[src/rtl/pmem_pkg.sv]
// Shared types and constants for the pmem_target memory slice.
package pmem_pkg;

    localparam int RD_LAT_MAX = 4;
    localparam int STAT_W     = 16;
    localparam int DATA_W_MAX = 64;

    // Response entry sized for the widest legal data bus; narrower builds use the low bits.
    typedef struct packed {
        logic [DATA_W_MAX-1:0] rdata;
        logic                  err;
    } rsp_t;

endpackage

[src/rtl/pmem_target_if.sv]
// Request/response bus between a requester (master) and pmem_target (slave).
interface pmem_target_if #(
    parameter int ADDR_W = 4,
    parameter int DATA_W = 8
);
    logic                  req_valid;
    logic                  req_ready;
    logic                  req_we;
    logic [ADDR_W-1:0]     req_addr;
    logic [DATA_W-1:0]     req_wdata;
    logic [DATA_W/8-1:0]   req_be;
    logic                  rsp_valid;
    logic                  rsp_ready;
    logic [DATA_W-1:0]     rsp_rdata;
    logic                  rsp_err;

    modport master (
        output req_valid, req_we, req_addr, req_wdata, req_be, rsp_ready,
        input  req_ready, rsp_valid, rsp_rdata, rsp_err
    );

    modport slave (
        input  req_valid, req_we, req_addr, req_wdata, req_be, rsp_ready,
        output req_ready, rsp_valid, rsp_rdata, rsp_err
    );
endinterface

[src/rtl/pmem_rsp_fifo.sv]
// Generic response FIFO; pointers wrap modulo DEPTH so any depth >= 1 works.
module pmem_rsp_fifo #(
    parameter type T     = logic,
    parameter int  DEPTH = 2
) (
    input  logic clk,
    input  logic rst_n,
    input  logic push,
    input  T     din,
    input  logic pop,
    output T     dout,
    output logic empty
);
    localparam int PW = (DEPTH > 1) ? $clog2(DEPTH) : 1;
    localparam int CW = $clog2(DEPTH + 1);

    T                mem [DEPTH];
    logic [PW-1:0]   wr_ptr;
    logic [PW-1:0]   rd_ptr;
    logic [CW-1:0]   count;

    function automatic logic [PW-1:0] ptr_next(input logic [PW-1:0] p);
        return (p == PW'(DEPTH - 1)) ? '0 : p + 1'b1;
    endfunction

    always_ff @(posedge clk or negedge rst_n) begin
        if (!rst_n) begin
            wr_ptr <= '0;
            rd_ptr <= '0;
            count  <= '0;
            for (int i = 0; i < DEPTH; i++) mem[i] <= '0;
        end else begin
            if (push) begin
                mem[wr_ptr] <= din;
                wr_ptr      <= ptr_next(wr_ptr);
            end
            if (pop) rd_ptr <= ptr_next(rd_ptr);
            case ({push, pop})
                2'b10:   count <= count + 1'b1;
                2'b01:   count <= count - 1'b1;
                default: count <= count;
            endcase
        end
    end

    assign dout  = mem[rd_ptr];
    assign empty = (count == '0);

endmodule

[src/rtl/pmem_target.sv]
// Byte-enabled word memory target with RD_LAT-stage reads and a credited response FIFO.
// Define PMEM_TARGET_STATS_EN to add saturating stat_rd / stat_wr / stat_err counters.
module pmem_target
    import pmem_pkg::*;
#(
    parameter int ADDR_W    = 4,
    parameter int DATA_W    = 8,
    parameter int DEPTH     = 16,
    parameter int RD_LAT    = 1,
    parameter int RSP_DEPTH = 2
) (
    input  logic clk,
    input  logic rst_n,
    pmem_target_if.slave bus
`ifdef PMEM_TARGET_STATS_EN
    ,
    output logic [STAT_W-1:0] stat_rd,
    output logic [STAT_W-1:0] stat_wr,
    output logic [STAT_W-1:0] stat_err
`endif
);
    localparam int          IDX_W   = (DEPTH > 1) ? $clog2(DEPTH) : 1;
    localparam int          CNT_W   = $clog2(RSP_DEPTH + 1);
    localparam int          NB      = DATA_W / 8;
    localparam logic [31:0] DEPTH_U = DEPTH;

    logic                live;
    logic [CNT_W-1:0]    used;
    logic                pop;
    logic                accept;
    logic                rd_acc;
    logic                wr_acc;
    logic                in_range;
    logic [IDX_W-1:0]    idx;
    logic [DATA_W-1:0]   mem [DEPTH];
    logic [RD_LAT-1:0]   pipe_vld;
    rsp_t                pipe_rsp [RD_LAT];
    rsp_t                rd_rsp;
    rsp_t                head;
    logic                fifo_empty;

    assign idx      = bus.req_addr[IDX_W-1:0];
    assign in_range = 32'(bus.req_addr) < DEPTH_U;

    // used counts reads in the pipe plus queued responses; a same-cycle pop frees a credit.
    assign pop           = ~fifo_empty & bus.rsp_ready;
    assign bus.req_ready = live & ~((used == CNT_W'(RSP_DEPTH)) & ~pop);
    assign accept        = bus.req_valid & bus.req_ready;
    assign wr_acc        = accept & bus.req_we;
    assign rd_acc        = accept & ~bus.req_we;

    always_ff @(posedge clk or negedge rst_n) begin
        if (!rst_n) begin
            live <= 1'b0;
            used <= '0;
        end else begin
            live <= 1'b1;
            used <= used + CNT_W'(rd_acc) - CNT_W'(pop);
        end
    end

    always_ff @(posedge clk or negedge rst_n) begin
        if (!rst_n) begin
            for (int i = 0; i < DEPTH; i++) mem[i] <= '0;
        end else if (wr_acc && in_range) begin
            for (int b = 0; b < NB; b++) begin
                if (bus.req_be[b]) mem[idx][8*b +: 8] <= bus.req_wdata[8*b +: 8];
            end
        end
    end

    always_comb begin
        rd_rsp     = '0;
        rd_rsp.err = ~in_range;
        if (in_range) rd_rsp.rdata[DATA_W-1:0] = mem[idx];
    end

    // Reads sample the array at acceptance, so a write one cycle earlier is already visible.
    always_ff @(posedge clk or negedge rst_n) begin
        if (!rst_n) begin
            pipe_vld <= '0;
            for (int i = 0; i < RD_LAT; i++) pipe_rsp[i] <= '0;
        end else begin
            pipe_vld[0] <= rd_acc;
            pipe_rsp[0] <= rd_rsp;
            for (int i = 1; i < RD_LAT; i++) begin
                pipe_vld[i] <= pipe_vld[i-1];
                pipe_rsp[i] <= pipe_rsp[i-1];
            end
        end
    end

    pmem_rsp_fifo #(
        .T     (rsp_t),
        .DEPTH (RSP_DEPTH)
    ) u_rsp_fifo (
        .clk   (clk),
        .rst_n (rst_n),
        .push  (pipe_vld[RD_LAT-1]),
        .din   (pipe_rsp[RD_LAT-1]),
        .pop   (pop),
        .dout  (head),
        .empty (fifo_empty)
    );

    assign bus.rsp_valid = ~fifo_empty;
    assign bus.rsp_rdata = fifo_empty ? '0 : head.rdata[DATA_W-1:0];
    assign bus.rsp_err   = ~fifo_empty & head.err;

`ifdef PMEM_TARGET_STATS_EN
    logic [STAT_W-1:0] cnt_rd;
    logic [STAT_W-1:0] cnt_wr;
    logic [STAT_W-1:0] cnt_err;

    always_ff @(posedge clk or negedge rst_n) begin
        if (!rst_n) begin
            cnt_rd  <= '0;
            cnt_wr  <= '0;
            cnt_err <= '0;
        end else begin
            if (rd_acc && cnt_rd != '1)                cnt_rd  <= cnt_rd + 1'b1;
            if (wr_acc && cnt_wr != '1)                cnt_wr  <= cnt_wr + 1'b1;
            if (rd_acc && !in_range && cnt_err != '1)  cnt_err <= cnt_err + 1'b1;
        end
    end

    assign stat_rd  = cnt_rd;
    assign stat_wr  = cnt_wr;
    assign stat_err = cnt_err;
`endif

endmodule

[src/flat_wrapper.sv]
// flat-port wrapper written by rule: the top's interface ports become plain ports
module pmem_target_flat import pmem_pkg::*;
#(
    parameter int ADDR_W    = 4,
    parameter int DATA_W    = 8,
    parameter int DEPTH     = 16,
    parameter int RD_LAT    = 1,
    parameter int RSP_DEPTH = 2
)
  (clk, rst_n, bus_req_valid, bus_req_we, bus_req_addr, bus_req_wdata, bus_req_be, bus_rsp_ready, bus_req_ready, bus_rsp_valid, bus_rsp_rdata, bus_rsp_err);
  pmem_target_if #(.ADDR_W(ADDR_W), .DATA_W(DATA_W)) bus_i ();
  input  logic clk;
  input  logic rst_n;
  input wire logic [$bits(bus_i.req_valid)-1:0] bus_req_valid;
  input wire logic [$bits(bus_i.req_we)-1:0] bus_req_we;
  input wire logic [$bits(bus_i.req_addr)-1:0] bus_req_addr;
  input wire logic [$bits(bus_i.req_wdata)-1:0] bus_req_wdata;
  input wire logic [$bits(bus_i.req_be)-1:0] bus_req_be;
  input wire logic [$bits(bus_i.rsp_ready)-1:0] bus_rsp_ready;
  output wire logic [$bits(bus_i.req_ready)-1:0] bus_req_ready;
  output wire logic [$bits(bus_i.rsp_valid)-1:0] bus_rsp_valid;
  output wire logic [$bits(bus_i.rsp_rdata)-1:0] bus_rsp_rdata;
  output wire logic [$bits(bus_i.rsp_err)-1:0] bus_rsp_err;
  assign bus_i.req_valid = bus_req_valid;
  assign bus_i.req_we = bus_req_we;
  assign bus_i.req_addr = bus_req_addr;
  assign bus_i.req_wdata = bus_req_wdata;
  assign bus_i.req_be = bus_req_be;
  assign bus_i.rsp_ready = bus_rsp_ready;
  assign bus_req_ready = bus_i.req_ready;
  assign bus_rsp_valid = bus_i.rsp_valid;
  assign bus_rsp_rdata = bus_i.rsp_rdata;
  assign bus_rsp_err = bus_i.rsp_err;
  pmem_target #(.ADDR_W(ADDR_W), .DATA_W(DATA_W), .DEPTH(DEPTH), .RD_LAT(RD_LAT), .RSP_DEPTH(RSP_DEPTH)) u_core (.clk(clk), .rst_n(rst_n), .bus(bus_i));
endmodule
[config.mk]
export PLATFORM = sky130hd
export DESIGN_NAME = pmem_target_flat
export DESIGN_NICKNAME = d
export VERILOG_FILES = /design/src/rtl/pmem_pkg.sv /design/src/rtl/pmem_target_if.sv /design/src/rtl/pmem_rsp_fifo.sv /design/src/rtl/pmem_target.sv /design/src/flat_wrapper.sv
export SDC_FILE = /design/constraint.sdc
export NUM_CORES = 1
export LEC_CHECK = 0
export ABC_AREA = 1
export ABC_CLOCK_PERIOD_IN_PS = 2320
export CORE_AREA = 3 3 166 168
export DETAILED_ROUTE_END_ITERATION = 6
export DIE_AREA = 0 0 169 171
export GPL_ROUTABILITY_DRIVEN = 1
export MAX_ROUTING_LAYER = met4
export PLACE_DENSITY = 0.8
export SYNTH_ARGS = -nofsm -noshare
export SYNTH_HDL_FRONTEND = slang
export SYNTH_HIERARCHICAL = 1
export SYNTH_SLANG_ARGS = --single-unit
[constraint.sdc]
create_clock -name clk -period 2.32 [get_ports clk]
set_clock_uncertainty 0.2 [all_clocks]
set_input_delay 0.232 -clock clk [delete_from_list [all_inputs] [get_ports clk]]
set_output_delay 0.232 -clock clk [all_outputs]
set_load 0.05 [all_outputs]
* Word-level counts from Yosys, hierarchy flattened
Cells that the tools add are included.
** Cells by class
- Add/sub/neg operators :: 6
- Order comparisons :: 5
- Equality and inequality tests :: 3
- Muxes and demuxes :: 16
- Bitwise gates (word level) :: 14
- Reduce and logical (&&, ||, !) cells :: 5
** Operators by type and width (number)
- bitwise mux 130 bit :: 1
- bitwise mux 128 bit :: 1
- demux 65 bit (select 1 bit) :: 1
- two-way mux 65 bit :: 1
- binary-select mux 8 bit (select 4 bit) :: 1
- demux 8 bit (select 4 bit) :: 1
- two-way mux 8 bit :: 4
- two-way mux 9 bit :: 3
- bitwise AND 1 bit :: 7
- >= comparator 5 bit (second input constant) :: 1
- < comparator 5 x 1 -> 1 bit (second input constant) :: 1
- NOT 4 -> 5 bit :: 1
- == test 2 bit (second input constant) :: 2
- >= comparator 2 bit (second input constant) :: 2
- NOT 1 bit :: 4
- NOT 1 -> 2 bit :: 2
- one-hot mux 2 bit (2 select lines) :: 1
- adder 1 bit (second input constant) :: 2
- adder 2 x 1 -> 2 bit :: 1
- adder 2 x 1 -> 2 bit (second input constant) :: 1
- == test 2 x 1 -> 1 bit (second input constant) :: 1
- logical AND 1 bit :: 2
- zero test 2 bit :: 1
- < comparator 2 x 1 -> 1 bit (second input constant) :: 1
- other kinds (5) :: 6
** Word-level totals
- Bits in registers :: 274
- Input port bits :: 18
- Output and inout bits :: 11
- Word-level logic and storage cells :: 76

* Longest topological paths before layout
Gate-level depths: netlist (run 1).
- Word-level depth :: 11
- Mapped depth :: 13
- Gate-level depth less buffers :: 12

* Modules after synthesis
Netlist (run 1), hierarchy kept.
** Modules (own cells, without submodules)
- pmem_target :: times used 1, cells each 1159, area an instance 8318.0 µm², seq. area each 3503.4 µm²
- pmem_rsp_fifo :: times used 1, cells each 716, area an instance 6002.0 µm², seq. area each 3353.2 µm²

* Worst setup path after synthesis (run 1)
Ideal clock, no wire load.
- Path kind :: reg2out
- From :: register u_core.u_rsp_fifo.count[0]
- To :: output bus_req_ready
- Arrival time :: 1935 ps
- Data required time :: 1888 ps
- Setup slack :: -47 ps
- Cell stages (with the launch flop) :: 6
- Path buffers :: 1
- Path through :: dfrtp_1 -> nor2_1 -> buf_6 -> inv_4 -> nand2_2 -> a21boi_0
** Between the ends
- Word-level cells in the longest chain between the ends :: 7
** Ends and longest elaborated chain
- start, declared :: line pmem_rsp_fifo.sv:20 : logic [CW-1:0] count;
- start signal, assigned :: line pmem_rsp_fifo.sv:39 : 2'b10: count <= count + 1'b1;
- start signal, assigned :: line pmem_rsp_fifo.sv:40 : 2'b01: count <= count - 1'b1;
- start signal, assigned :: line pmem_rsp_fifo.sv:41 : default: count <= count;
- zero test 2 bit :: line pmem_rsp_fifo.sv:47 : assign empty = (count == '0);
- named net u_core.fifo_empty :: line pmem_target.sv:40 : logic fifo_empty;
- NOT 1 bit
- named net bus_rsp_valid :: line flat_wrapper.sv:21 : output wire logic [$bits(bus_i.rsp_valid)-1:0] bus_rsp_valid;
- bitwise AND 1 bit :: line pmem_target.sv:46 : assign pop = ~fifo_empty & bus.rsp_ready;
- NOT 1 bit :: line pmem_target.sv:47 : assign bus.req_ready = live & ~((used == CNT_W'(RSP_DEPTH)) & ~pop);
- bitwise AND 1 bit :: line pmem_target.sv:47
- NOT 1 bit :: line pmem_target.sv:47
- bitwise AND 1 bit :: line pmem_target.sv:47
- end, declared :: line flat_wrapper.sv:20 : output wire logic [$bits(bus_i.req_ready)-1:0] bus_req_ready;
The timed path passes the listed nets, and every way through them passes these cells.

* Worst setup path after layout (run 1)
- From :: register u_core.u_rsp_fifo.count[0]
- To :: register u_core/mem[45] in the netlist's numbering
** Between the ends
- Word-level cells in the longest chain between the ends :: 10
** Ends and longest elaborated chain
- zero test 2 bit :: line pmem_rsp_fifo.sv:47
- named net u_core.fifo_empty :: line pmem_target.sv:40
- NOT 1 bit :: line pmem_target.sv:46
- bitwise AND 1 bit :: line pmem_target.sv:46
- NOT 1 bit :: line pmem_target.sv:47
- bitwise AND 1 bit :: line pmem_target.sv:47
- NOT 1 bit :: line pmem_target.sv:47
- bitwise AND 1 bit :: line pmem_target.sv:47
- bitwise AND 1 bit :: line pmem_target.sv:48 : assign accept = bus.req_valid & bus.req_ready;
- bitwise AND 1 bit :: line pmem_target.sv:49 : assign wr_acc = accept & bus.req_we;
- AND reduction 2 bit (no line)
- end signal, assigned by index :: line pmem_target.sv:67 : if (bus.req_be[b]) mem[idx][8*b +: 8] <= bus.req_wdata[8*b +: 8];
- end, declared :: line pmem_target.sv:35 : logic [DATA_W-1:0] mem [DEPTH];
The timed path passes the listed nets, and every way through them passes these cells.
A chain may end at the register's enable or synchronous reset.

==> metrics.md, run 1 <==
| Metric | Value |
|---|---|
| Max-cap violation count | `0` |
| Layout cells sized above 1 | `0.0927` |
| Most frequent cells in the layout | `nand2_1, inv_1, dfrtp_1` |
| # nets final | `~1300` |
| Most common cell on crit path | `nand2_2` |
| Final HPWL DP | `around 14000 um` |
| Top delay family on crit path | `simple AND/OR/NAND/NOR gates` |
| Largest net degree at the start of global routing | `129` |
| Cell Area, Synth | `between 9000 and 10000 um2` |
| Worst path buffer plus inverter count | `2` |
| Critical Path Fanout Max | `around 130` |
| VDD IR max | `approximately 1.0 mV` |
| Switching pwr | `between 3000 and 4000 uW` |
| Startpoint Class | `flip-flop` |
| Gr ovfl total | `0` |
| GRT met2 Usage | `0.253` |
| WS Path Type | `flip-flop to flip-flop` |
| Place WS | `0.0639 ns` |
| Clk buf depth | `2` |
| WL final | `~23000 um` |
| GRT Util Overall | `0.167` |
| Via count | `a little under 8000` |
| Peak Freq | `0.471 GHz` |
| Final setup violation count | `0` |
| Slew Limit Fails | `0` |
| Seq pwr share | `0.415` |
| Nature of the critical path endpoint | `flip-flop` |
| I/O pin count | `29` |
| TNS Setup | `0 ns` |
| Starting density of the core | `0.362` |
| CTS sink cnt | `about 160` |
| CTS H-tree depth | `4` |
| Worst Hold Class | `primary input to asynchronous set/reset pin` |
| First-pass GRT wire length | `around 38000 um` |
| Most common cell after layout, fill and taps aside | `nand2_1` |
| Global Route met3 Usage | `0.0360` |
| CTS tree | `yes` |
| Logic gate share of total power | `0.286` |
| CP Data Required Time | `approximately 2.5 ns` |
| Met1 usage | `0.229` |
| Synthesis-to-finish area growth | `10.5%` |
| RSZ-0062 raised after global routing | `false` |
| Post-synthesis cell count | `~1300` |
| Int Pwr | `6040 uW` |
| Clock power frac | `0.299` |
| Worst slew margin | `0.592` |
| Drt wl/cell | `~14 um` |
| Avg Synthesized Cell Area | `7.30 um2` |
| IO buf count | `28` |
| Slowest cell on crit path | `buf_12` |
| Drt first pass iters | `6` |
| Final hold vios | `0` |
| Final Critical Period | `around 2.1 ns` |
| DIE AREA | `roughly 29000 um2` |
| Via-to-Cell Ratio | `4.85` |
| Worst setup margin | `~0.2 ns` |
| Sw frac | `0.342` |
| Status | `finished clean` |
| ANT cells | `0` |
| Post-synth net total | `around 1300` |
| Initial DRC count | `around 1100` |
| Leakage | `about 0.0055 uW` |
| CP Cell Sequence | `nor2_1 > inv_4 > nand2_2 > nand2_2 > nand4_1 > buf_12 > o21bai_1 > nand2_1` |
| CP peak stage delay | `about 0.45 ns` |
| Clock Pin Slew Worst Setup and Hold Paths | `about 0.06 ns` |
| Die width | `169 um` |
| Power Total | `9170 uW` |
| Worst EP arrival | `~2.3 ns` |
| Root Driver | `clkbuf_16` |
| DRT antenna net count | `0` |
| Die H | `171 um` |
| Worst skew pair latency | `roughly 0.43 ns` |
| Std cell rows | `~60` |
| Actual slew at the worst max-slew pin | `between 0.6 and 0.7 ns` |
| Fillcell total | `between 2000 and 3000` |
| Ys Warns | `6` |
| Total CTS buffers | `17` |
| Vias in the first global route | `between 7000 and 8000` |
| Initial antenna violation count | `0` |
| Layer with the highest usage | `met2` |
| DRC viols | `0` |
| Final period util | `0.915` |
| PD cells | `just under 900 nW/um2` |
| Final Wtd Congestion | `between 0.8 and 0.9` |
| Core footprint | `about 26000 um2` |
-- power groups by stage --
| stage | Clock, uW | Sequential (uW) | Combinational [uW] |
|---|---|---|---|
| 2_1_floorplan | 0 | 3730 | 2090 |
| 6_report | 2740 | 3800 | 2630 |
| 3_3_place_gp | 0 | 3820 | 2530 |
| 4_1_cts | 2780 | 3800 | 2630 |
| 3_5_place_dp | 0 | 3850 | 2600 |
| 5_1_grt | 2910 | 3880 | 2970 |
-- routing by layer --
layer | vias up | routed length, um
li1 | 3899 | -
met5 | - | 0
met2 | 301 | 10400
met4 | 0 | 458
met1 | 3674 | 10200
met3 | 33 | 1730
-- per-stage QoR --
step	area [um2]	cells	utilization	hold slack, ns
2_1_floorplan	9430	1292	-	-0.264
3_3_place_gp	9820	1597	0.377	0.0519
3_5_place_dp	9820	1597	0.377	0.0508
4_1_cts	10400	1630	0.399	0.176
5_1_grt	10400	1630	0.400	0.201
6_report	10400	1630	0.400	0.154
-- worst paths after layout --
| path | depth (start not counted) | end | slack (ns) | startpoint |
|---|---|---|---|---|
| min reg2reg | 2 | u_core/u_rsp_fifo/mem[2]$_DFFE_PN0P_ | 0.28 | u_core/u_rsp_fifo/mem[2]$_DFFE_PN0P_ |
| max in group asynchronous | 3 | u_core/mem[18]$_DFFE_PN0P_ | 1.10 | rst_n |
| min in group clk | 2 | u_core/pipe_vld$_DFF_PN0_ | 0.19 | bus_req_we |
| min | 2 | u_core/used[0]$_DFF_PN0_ | 0.15 | rst_n |
| max reg2reg | 8 | u_core/mem[45]$_DFFE_PN0P_ | 0.20 | u_core/u_rsp_fifo/count[0]$_DFFE_PN0P_ |
| max | 8 | u_core/mem[45]$_DFFE_PN0P_ | 0.20 | u_core/u_rsp_fifo/count[0]$_DFFE_PN0P_ |
-- area by class of cell --
class                   count  area (um2)  area share
repair buffers             61         612      0.0587
clock buffers              23         498      0.0478
multi-input cells         836        3990       0.383
clock inverters             9        78.8     0.00757
well taps                 335         419      0.0402
inverters                 204         768      0.0737
flip-flops and latches    162        4060       0.389
-- flip-flops by register name (all words and copies together) (netlist names) --
name                      flops
u_core/u_rsp_fifo/wr_ptr      1
u_core/used                   2
u_core/pipe_vld               1
u_core/mem                  128
u_core/pipe_rsp               8
u_core/live                   1
u_core/u_rsp_fifo/count       2
u_core/u_rsp_fifo/rd_ptr      1
u_core/u_rsp_fifo/mem        18
-- repair_timing --
action                                 in CTS  in global routing
gates resized for setup                     0                  2
setup endpoints to repair                   0                  1
hold buffers                                1                  0
endpoints found under the hold margin      54                  0
buffers inserted                            0                  0
Power figures use the tool's default switching activity.
==> run 2, diff against run 1 <==
--- a/config.mk
+++ b/config.mk
@@ -8,11 +8,13 @@
 export ABC_AREA = 1
 export ABC_CLOCK_PERIOD_IN_PS = 2320
 export CORE_AREA = 3 3 166 168
+export CTS_CLUSTER_DIAMETER = 150
 export DETAILED_ROUTE_END_ITERATION = 6
 export DIE_AREA = 0 0 169 171
+export DONT_BUFFER_PORTS = 1
 export GPL_ROUTABILITY_DRIVEN = 1
 export MAX_ROUTING_LAYER = met4
-export PLACE_DENSITY = 0.8
+export PLACE_DENSITY = 0.79
 export SYNTH_ARGS = -nofsm -noshare
 export SYNTH_HDL_FRONTEND = slang
 export SYNTH_HIERARCHICAL = 1
==> run 2 against run 1 <==
  * The run now ends with negative hold slack left
  * Register-to-register slack better by 0.06 ns
  * Non-clock buffer count is 19 lower
  * First-iteration DRC count is 14% lower
  * Critical path depth is 3 lower
  * Total power is 1.5% higher
  * Critical endpoint is now bus_rsp_rdata[0]
  * Largest cell class unchanged
==> metrics.md, run 2 (synthesis gave the netlist of run 1 again) <==
| Metric | Value |
|---|---|
| Final HPWL DP | `13800 um (-2.3%)` |
| # nets final | `1284 (-1.5%)` |
| ANT cells | `0 (unchanged)` |
| Leakage | `0.00539 uW (-1.5%)` |
| Layout cells sized above 1 | `0.0792 (-0.0135)` |
| VDD IR max | `1.00 mV (-4.4%)` |
| Slew Limit Fails | `0 (unchanged)` |
| Post-route insts no fill | `1611 (-1.2%)` |
| Most common cell after layout, fill and taps aside | `nand2_1` |
| Hold_ws | `-0.701 ns (-0.855 ns)` |
| CP Data Required Time | `1.89 ns (-0.59 ns)` |
| CTS sink cnt | `162 (unchanged)` |
| Clock Pin Slew Worst Setup and Hold Paths | `0.06 ns (about the same)` |
| Nature of the critical path endpoint | `output pin` |
| Reg2Reg Launch Point | `u_core/u_rsp_fifo/count[0]$_DFFE_PN0P_` |
| Max reg flops | `128 (unchanged)` |
| Reg2reg setup slack | `0.26 ns (+0.06 ns)` |
| Hold_buf cts | `16 (+15)` |
| Failing checks | `negative hold slack` |
| Starting density of the core | `0.362 (unchanged)` |
| Final setup violation count | `0 (unchanged)` |
| Status | `finished, violations left` |
| DIE AREA | `28900 um2 (unchanged)` |
| DRC viols | `0 (unchanged)` |
| Drt first pass iters | `5 (-1)` |
| WS Path Type | `flip-flop to output pin` |
| Die H | `171 um (unchanged)` |
| Setup Fix Bufs, Post-CTS | `0 (unchanged)` |
| Worst EP arrival | `1.69 ns (-0.59 ns)` |
| Via count | `7869 (-0.48%)` |
| Gr ovfl total | `0 (unchanged)` |
| Biggest register | `u_core/mem` |
| Root Driver | `clkbuf_16` |
| Top flop regs | `u_core/mem: 128 flops, u_core/u_rsp_fifo/mem: 18 flops, u_core/pipe_rsp: 8 flops` |
| Std cell rows | `59 (unchanged)` |
| Most frequent cells in the layout | `nand2_1, inv_1, dfrtp_1` |
| Max-cap violation count | `0 (unchanged)` |
| Synthesis-to-finish area growth | `8.84%` |
| RSZ-0062 raised after global routing | `false` |
| Startpoint Class | `flip-flop` |
| PD cells | `908 nW/um2 (+3.1%)` |
| Vias in the first global route | `7361 (-1.2%)` |
| Largest net degree at the start of global routing | `163 (+26%)` |
| Total CTS buffers | `17 (unchanged)` |
| DR top layer | `met4` |
| Die width | `169 um (unchanged)` |
| Clk buf depth | `2 (unchanged)` |
| DR WL met2 | `10800 um (+3.9%)` |
| CTS tree | `yes` |
| GRT Util Overall | `0.169 (+0.00232)` |
| CTS H-tree depth | `4 (unchanged)` |
| Metal-1 WL | `10200 um (+0.20%)` |
| WL final | `23300 um (+2.4%)` |
| TNS Setup | `0 ns (unchanged)` |
| Core footprint | `26100 um2 (unchanged)` |
| I/O pin count | `29 (unchanged)` |
| Placed Cells | `1563 (-2.1%)` |
| IO buf count | `0 (-100%)` |
| Worst R2R Path Depth | `12 (+4)` |
| Initial antenna violation count | `0 (unchanged)` |
| First-pass GRT wire length | `38400 um (+0.87%)` |
| DRT antenna net count | `0 (unchanged)` |
| Final hold vios | `162 (+162)` |
| Drt wl/cell | `14.5 um (+3.6%)` |
| Final period util | `0.917 (+0.00154)` |
| Worst skew pair latency | `0.43 ns (about the same)` |
| Final Critical Period | `2.13 ns (+0.00358 ns)` |
| WL met3 | `1930 um (+12%)` |
| Via-to-Cell Ratio | `4.88 (+0.69%)` |
| Final Wtd Congestion | `0.862 (-3.9%)` |
| Reg-to-reg endpoint | `u_core/used[1]$_DFF_PN0_` |
| Actual slew at the worst max-slew pin | `1.18 ns (+0.570 ns)` |
| Initial DRC count | `925 (-14%)` |
| Power Total | `9320 uW (+1.5%)` |
| Critical Path Fanout Max | `19 (-85%)` |
| Worst Hold Class | `primary input to asynchronous set/reset pin` |
| Peak Freq | `0.470 GHz (-0.17%)` |
| Worst slew margin | `0.209 (-0.383)` |
## run 2: changes by cell type in the layout (fill, tap and decap cells not counted), moves of 2 or more
cell / change
bufinv_16: +2
clkdlybuf4s50_1: -15
buf_12: -5
buf_4: -12
clkinv_4: +3
dlygate4sd3_1: +14
clkinv_2: -4
## run 2: worst max path at each step
stage / end / depth (start not counted) / slack, ns / startpoint
after floorplan: u_core/used[1]$_DFF_PN0_ / 13 / 0.16 / u_core/u_rsp_fifo/count[0]$_DFFE_PN0P_
after global placement: u_core/used[1]$_DFF_PN0_ / 12 / 0.32 / u_core/u_rsp_fifo/count[0]$_DFFE_PN0P_
after detailed placement: u_core/used[1]$_DFF_PN0_ / 12 / 0.23 / u_core/u_rsp_fifo/count[0]$_DFFE_PN0P_
after CTS: u_core/mem[80]$_DFFE_PN0P_ / 6 / 0.15 / bus_req_addr[1]
after global routing: bus_rsp_rdata[0] / 5 / 0.005 / u_core/u_rsp_fifo/rd_ptr$_DFFE_PN0P_
final: bus_rsp_rdata[0] / 5 / 0.19 / u_core/u_rsp_fifo/rd_ptr$_DFFE_PN0P_
## run 2: stage by stage
stage,setup slack [ns],area (um2),util
global route,0.00508,10300,0.394
detailed placement,0.227,9470,0.363
floorplan,0.165,9430,-
finish,0.193,10300,0.394
global placement,0.316,9470,0.363
CTS,0.152,10300,0.394
## run 2: area by class of cell
cell class	instances	area [um2]
well taps	335	419
flip-flops and latches	162	4050
fillers	2585	15800
multi-input cells	836	3980
clock buffers	21	480
inverters	204	768
clock inverters	11	153
repair buffers	42	408
## run 2: metal layers
layer | GRT usage | vias to the layer above
met3 | 0.0363 | 29
met4 | 0.0505 | 0
met5 | - | -
met1 | 0.227 | 3653
met2 | 0.259 | 327
li1 | - | 3860
## run 2: worst max-delay path, cell delays in order (launching register included)
cell and delay (ns):
dfrtp_1 0.69, nand2_1 0.09, o21ai_0 0.11, inv_1 0.07, nor2_1 0.10, buf_4 0.21
## run 2: what timing repair did
| item | in CTS | in global routing |
|---|---|---|
| gates resized for setup | 0 | 2 |
| hold endpoints to repair | 300 | 162 |
| setup endpoints to repair | 0 | 5 |
## run 2: power by group
| group | switching, uW | internal, uW | total (uW) | leakage, uW |
|---|---|---|---|---|
| Clock | 1190 | 1810 | 3010 | 0.000301 |
| Sequential | 364 | 3440 | 3810 | 0.00165 |
| Combinational | 1560 | 937 | 2500 | 0.00344 |
